<file path="src/rtl/pong_pkg.sv">
// Shared encodings for the Pong button conditioner: paddle direction codes and FSM states.
// The FSM state encoding equals the direction code, so move_dir is the state register itself.
package pong_pkg;

  localparam logic [1:0] DIR_NONE  = 2'b00;
  localparam logic [1:0] DIR_LEFT  = 2'b01;
  localparam logic [1:0] DIR_RIGHT = 2'b10;

  typedef enum logic [1:0] {
    ST_IDLE  = DIR_NONE,
    ST_LEFT  = DIR_LEFT,
    ST_RIGHT = DIR_RIGHT
  } dir_state_e;

endpackage

</file>
<file path="src/rtl/pong_debounce.sv">
// One button channel: 2-flop synchroniser, inversion to active-high, counter debounce and
// press edge pulse. Optional auto-repeat of the pulse is built only with PONG_BTN_REPEAT_EN.
module pong_debounce #(
  parameter int DEBOUNCE_CYCLES = 65536,
  parameter int CNT_W           = 17,
  parameter int REPEAT_DELAY    = 25000000,
  parameter int REPEAT_PERIOD   = 5000000
) (
  input  logic clk,
  input  logic reset,
  input  logic button_n_i,
  output logic pressed_o,
  output logic edge_o,
  output logic pulse_o
);

  localparam logic [CNT_W-1:0] CNT_LAST = CNT_W'(DEBOUNCE_CYCLES - 1);

  // Out-of-range parameters have no meaningful behaviour; this block just names that range.
  if (DEBOUNCE_CYCLES < 2 || REPEAT_DELAY < 1 || REPEAT_PERIOD < 1) begin : g_bad_params
  end

  logic             sync1_q;
  logic             sync2_q;
  logic             level;
  logic             stable_q;
  logic             stable_d;
  logic [CNT_W-1:0] cnt_q;
  logic [CNT_W-1:0] cnt_d;
  logic             edge_q;
  logic             edge_d;

  assign level = ~sync2_q;

  always_comb begin
    stable_d = stable_q;
    cnt_d    = cnt_q;
    edge_d   = 1'b0;
    if (level == stable_q) begin
      cnt_d = '0;
    end else if (cnt_q == CNT_LAST) begin
      stable_d = level;
      cnt_d    = '0;
      edge_d   = level;
    end else begin
      cnt_d = cnt_q + 1'b1;
    end
  end

  always_ff @(posedge clk) begin
    if (reset) begin
      sync1_q  <= 1'b1;
      sync2_q  <= 1'b1;
      stable_q <= 1'b0;
      cnt_q    <= '0;
      edge_q   <= 1'b0;
    end else begin
      sync1_q  <= button_n_i;
      sync2_q  <= sync1_q;
      stable_q <= stable_d;
      cnt_q    <= cnt_d;
      edge_q   <= edge_d;
    end
  end

  assign pressed_o = stable_q;
  assign edge_o    = edge_q;

`ifdef PONG_BTN_REPEAT_EN
  localparam int REP_MAX = (REPEAT_DELAY > REPEAT_PERIOD) ? REPEAT_DELAY : REPEAT_PERIOD;
  localparam int REP_W   = $clog2(REP_MAX + 1);
  localparam logic [REP_W-1:0] DELAY_LAST  = REP_W'(REPEAT_DELAY - 1);
  localparam logic [REP_W-1:0] PERIOD_LAST = REP_W'(REPEAT_PERIOD - 1);

  logic [REP_W-1:0] rep_cnt_q;
  logic [REP_W-1:0] rep_cnt_d;
  logic             first_q;
  logic             first_d;
  logic             rep_q;
  logic             rep_d;

  // Counter is 0 in the press-pulse cycle, so a hit at DELAY_LAST lands the repeat exactly
  // REPEAT_DELAY cycles after it; a repeat is suppressed if the button releases on that edge.
  always_comb begin
    rep_cnt_d = '0;
    first_d   = 1'b1;
    rep_d     = 1'b0;
    if (stable_q) begin
      first_d = first_q;
      if (rep_cnt_q == (first_q ? DELAY_LAST : PERIOD_LAST)) begin
        rep_cnt_d = '0;
        first_d   = 1'b0;
        rep_d     = stable_d;
      end else begin
        rep_cnt_d = rep_cnt_q + 1'b1;
      end
    end
  end

  always_ff @(posedge clk) begin
    if (reset) begin
      rep_cnt_q <= '0;
      first_q   <= 1'b1;
      rep_q     <= 1'b0;
    end else begin
      rep_cnt_q <= rep_cnt_d;
      first_q   <= first_d;
      rep_q     <= rep_d;
    end
  end

  assign pulse_o = edge_q | rep_q;
`else
  assign pulse_o = edge_q;
`endif

endmodule

</file>
<file path="src/rtl/pong_button_conditioner.sv">
// Pong paddle input stage: two debounced button channels plus the paddle direction FSM.
// Build with PONG_BTN_REPEAT_EN to get auto-repeating press pulses while a button is held.
module pong_button_conditioner
  import pong_pkg::*;
#(
  parameter int DEBOUNCE_CYCLES = 65536,
  parameter int CNT_W           = 17,
  parameter int REPEAT_DELAY    = 25000000,
  parameter int REPEAT_PERIOD   = 5000000
) (
  input  logic       clk,
  input  logic       reset,
  input  logic       button_left_n,
  input  logic       button_right_n,
  output logic       left_pressed,
  output logic       right_pressed,
  output logic       left_pulse,
  output logic       right_pulse,
  output logic [1:0] move_dir
);

  logic left_edge;
  logic right_edge;

  pong_debounce #(
    .DEBOUNCE_CYCLES(DEBOUNCE_CYCLES),
    .CNT_W          (CNT_W),
    .REPEAT_DELAY   (REPEAT_DELAY),
    .REPEAT_PERIOD  (REPEAT_PERIOD)
  ) u_left (
    .clk       (clk),
    .reset     (reset),
    .button_n_i(button_left_n),
    .pressed_o (left_pressed),
    .edge_o    (left_edge),
    .pulse_o   (left_pulse)
  );

  pong_debounce #(
    .DEBOUNCE_CYCLES(DEBOUNCE_CYCLES),
    .CNT_W          (CNT_W),
    .REPEAT_DELAY   (REPEAT_DELAY),
    .REPEAT_PERIOD  (REPEAT_PERIOD)
  ) u_right (
    .clk       (clk),
    .reset     (reset),
    .button_n_i(button_right_n),
    .pressed_o (right_pressed),
    .edge_o    (right_edge),
    .pulse_o   (right_pulse)
  );

  dir_state_e state_q;
  dir_state_e state_d;

  // The FSM sees only true press edges, so auto-repeat pulses never steal the direction.
  // In IDLE a lone held button can only follow a both-held period, and it wins.
  always_comb begin
    state_d = state_q;
    unique case (state_q)
      ST_IDLE: begin
        if (left_pressed && !right_pressed) begin
          state_d = ST_LEFT;
        end else if (right_pressed && !left_pressed) begin
          state_d = ST_RIGHT;
        end
      end
      ST_LEFT: begin
        if (right_edge) begin
          state_d = ST_RIGHT;
        end else if (!left_pressed) begin
          state_d = right_pressed ? ST_RIGHT : ST_IDLE;
        end
      end
      ST_RIGHT: begin
        if (left_edge) begin
          state_d = ST_LEFT;
        end else if (!right_pressed) begin
          state_d = left_pressed ? ST_LEFT : ST_IDLE;
        end
      end
      default: state_d = ST_IDLE;
    endcase
  end

  always_ff @(posedge clk) begin
    if (reset) begin
      state_q <= ST_IDLE;
    end else begin
      state_q <= state_d;
    end
  end

  assign move_dir = state_q;

endmodule

</file>
<file path="config.mk">
export PLATFORM = sky130hd
export DESIGN_NAME = pong_button_conditioner
export DESIGN_NICKNAME = d
export VERILOG_FILES = /design/src/rtl/pong_pkg.sv /design/src/rtl/pong_debounce.sv /design/src/rtl/pong_button_conditioner.sv
export SDC_FILE = /design/constraint.sdc
export NUM_CORES = 1
export LEC_CHECK = 0
export CAP_MARGIN = 5
export CORE_MARGIN = 5
export CORE_UTILIZATION = 45
export DETAILED_ROUTE_END_ITERATION = 10
export SYNTH_ARGS = -nofsm -noshare
export SYNTH_HDL_FRONTEND = slang
export SYNTH_HIERARCHICAL = 1
export SYNTH_SLANG_ARGS = --single-unit
</file>
<file path="constraint.sdc">
create_clock -name clk -period 4.3 [get_ports clk]
set_input_delay 0.645 -clock clk [delete_from_list [all_inputs] [get_ports clk]]
set_output_delay 0.645 -clock clk [all_outputs]
set_load 0.01 [all_outputs]
</file>
==> flow_metrics.tcl <==
set metrics [dict create \
    status "completed" \
    antenna_found_initial 0 \
    hold_slack_ns 0.415 \
    gr-usage-met3 0.0437 \
    gr-usage-met1 0.164 \
    antenna_left 0 \
    syn_area_um2 1980 \
    clk_latency_ns 0.30 \
    setup_violations 0 \
    antenna_cells 0 \
    ys_types 34 \
    pin_count 10 \
    yosysSeqAreaShare 0.446 \
    syn_area_per_cell_um2 9.24 \
    rows 24 \
    grt_pass1_vias 1561 \
    yosys_register_bits 44 \
    setup_tns_ns 0 \
    startpoint_type "flip-flop" \
    setup_slack_ns 1.78 \
    criticalPathCategory "flip-flop to flip-flop" \
    layout_commonest_cell "dfxtp_1" \
    final_cell_mix "44 x dfxtp_1, 19 x nand3_1, 17 x nor2_1, 15 x a21oi_1" \
    leakagePower_nw 0.641 \
    post_cts_buffers 0 \
    rr_worst_depth 8 \
    grtUsageTotal 0.144 \
    synth_nets 223 \
    maxCapViolations 0 \
    die_area_um2 5820 \
    dieWidth_um 76.3 \
    multiInputGateArea_um2 1040 \
    numCtsBuffers 5 \
    first_iter_violations 91 \
    synth_top_flop_cell "dfxtp_1" \
    post-place-ws_ns 1.75 \
    grt-busiest-layer "met2" \
    nets 235 \
    fmax_ghz 0.397 \
    vdd_drop_max_uv 135 \
    hold_depth 1 \
    vias 1624 \
    hold_end "u_left/sync2_q" \
    start_util 0.460 \
    grt_overflow 0 \
    tritoncts "yes" \
    cts_root_buffer "clkbuf_8" \
    routed_wl_mm 3.82 \
    ys_async_sr_fraction 0 \
    ctsResizeCount 0 \
    place_inst 271 \
    drt-wirelength-per-cell_um 13.7 \
    layout_min_cycle_time_ns 2.52 \
    grt_setup_unrepaired "no" \
    die_y_um 76.3 \
    worstReg2RegStart "u_right/cnt_q[0]" \
    gp_congestion 0.839 \
    clk_path_buf_depth 2 \
    hpwlAfterDp_mm 2.75 \
    grt_max_degree 15 \
    htreeDepth 2 \
    holdBufCountCts 0 \
    period_share 0.586 \
    ff_latch_area_um2 881 \
    grt_pass1_wl_mm 6.93 \
    fillerInstances 399 \
    hp-start "u_left/sync1_q" \
    reg2reg_to "u_right/cnt_q[7]" \
    area_growth_pct 11.5 \
    io_buffers 9 \
    core_um2 4290 \
    crit_path_max_fanout 12 \
    drc 0 \
    min_path_type "flip-flop to flip-flop" \
    layout-drive-gt1-share 0.0881 \
    cts.reportedPaths.clkPinSlew_ns 0.08 \
    drtPass1Iterations 4 \
    finalMaxSlewViolations 0 \
    syn_inst 214 \
    ys_warn_count 6 \
    slew_headroom 0.619 \
    skew_ns 0.00946 \
    cp-end-kind "flip-flop" \
    powerDensity_nw_per_um2 314 \
    worstPathRequired_ns 4.51 \
    tightest_slew_ns 0.569 \
    grt_util_met2 0.248 \
    viasPerCell 5.82 \
    synth-edff-count 0 \
    critPathArrivalTime_ns 2.73 \
    clock-sinks 44 \
    final_cells 279 \
    r2r_slack_ns 1.78 \
    p_total_w 0.000693 \
    hold_violations 0 \
]
-- critical path, cell delays in order (launching register included) --
cell,delay [ns]
dfxtp_1,0.35
ha_1,0.26
nand4_2,0.21
nor2_1,0.07
and4_1,0.21
ha_1,0.22
nor2_1,0.46
nand2_1,0.41
a21oi_1,0.25
-- how the worst max path moves through the flow --
stage / startpoint / to / slack (ns)
2_1_floorplan: u_right/cnt_q[0] / u_right/cnt_q[10] / 2.24
3_3_place_gp: reset / u_right/cnt_q[10] / 1.85
3_5_place_dp: reset / u_right/cnt_q[8] / 1.75
4_1_cts: u_right/cnt_q[0] / u_right/cnt_q[7] / 1.77
5_1_grt: u_right/cnt_q[0] / u_right/cnt_q[8] / 1.47
6_report: u_right/cnt_q[0] / u_right/cnt_q[7] / 1.78
-- state kept, by name (all words and copies together) (netlist names) --
signal	flops
move_dir	2
u_left/cnt_q	17
u_left/edge_o	1
u_left/pressed_o	1
u_left/sync1_q	1
u_left/sync2_q	1
u_right/cnt_q	17
u_right/edge_o	1
u_right/pressed_o	1
u_right/sync1_q	1
u_right/sync2_q	1
-- cell usage after synthesis, types with 8 or more instances --
| cell type | count | area [um2] |
|---|---|---|
| nor2_1 | 17 | 63.8 |
| dfxtp_1 | 44 | 881 |
| mux2i_1 | 8 | 80.1 |
| o31ai_1 | 9 | 67.6 |
| a21oi_1 | 15 | 75.1 |
| nand2_1 | 10 | 37.5 |
| nor4_1 | 9 | 56.3 |
| nand3_1 | 19 | 95.1 |
| or4_1 | 8 | 60.1 |
| nand4_1 | 8 | 50.1 |
| inv_1 | 10 | 37.5 |
-- metrics by stage --
step | utilization | cell area [um2]
after floorplan | - | 1980
after global placement | 0.491 | 2110
after detailed placement | 0.491 | 2110
after CTS | 0.513 | 2200
after global routing | 0.513 | 2200
final | 0.513 | 2200
-- cell families (layout without fill, tap and decap cells) --
family                     Yosys count  after routing  share of synthesized area
buffers and inverters               14             27                     0.0304
xor gates and xnor gates             8              8                     0.0430
muxes                                8              8                     0.0405
AOI/OAI and AO/OA                   35             35                      0.111
and+or+nand+nor                    100            100                      0.297
DFF                                 44             44                      0.446
adders and majority gates            5              5                     0.0316
-- where the power goes --
group          internal [W]  leakage, nW  switching [W]   total, W
sequential         0.000409        0.355     0.00000170   0.000411
clock              0.000131       0.0445       0.000136   0.000267
combinational    0.00000568        0.242     0.00000893  0.0000146
-- metal layers --
metal  routed length, um  vias to the layer above
li1                    -                      825
met3                 118                        6
met5                   0                        -
met2                1930                       21
met1                1710                      772
met4                  59                        0
-- area by class of cell --
type                            count  share of cell area
Clock buffer                        7              0.0392
Clock inverter                      1             0.00341
Inverter                           10              0.0170
Multi-Input combinational cell    156               0.470
Sequential cell                    44               0.400
Tap cell                           52              0.0295
Timing Repair Buffer                9              0.0409
Power figures use the tool's default switching activity.
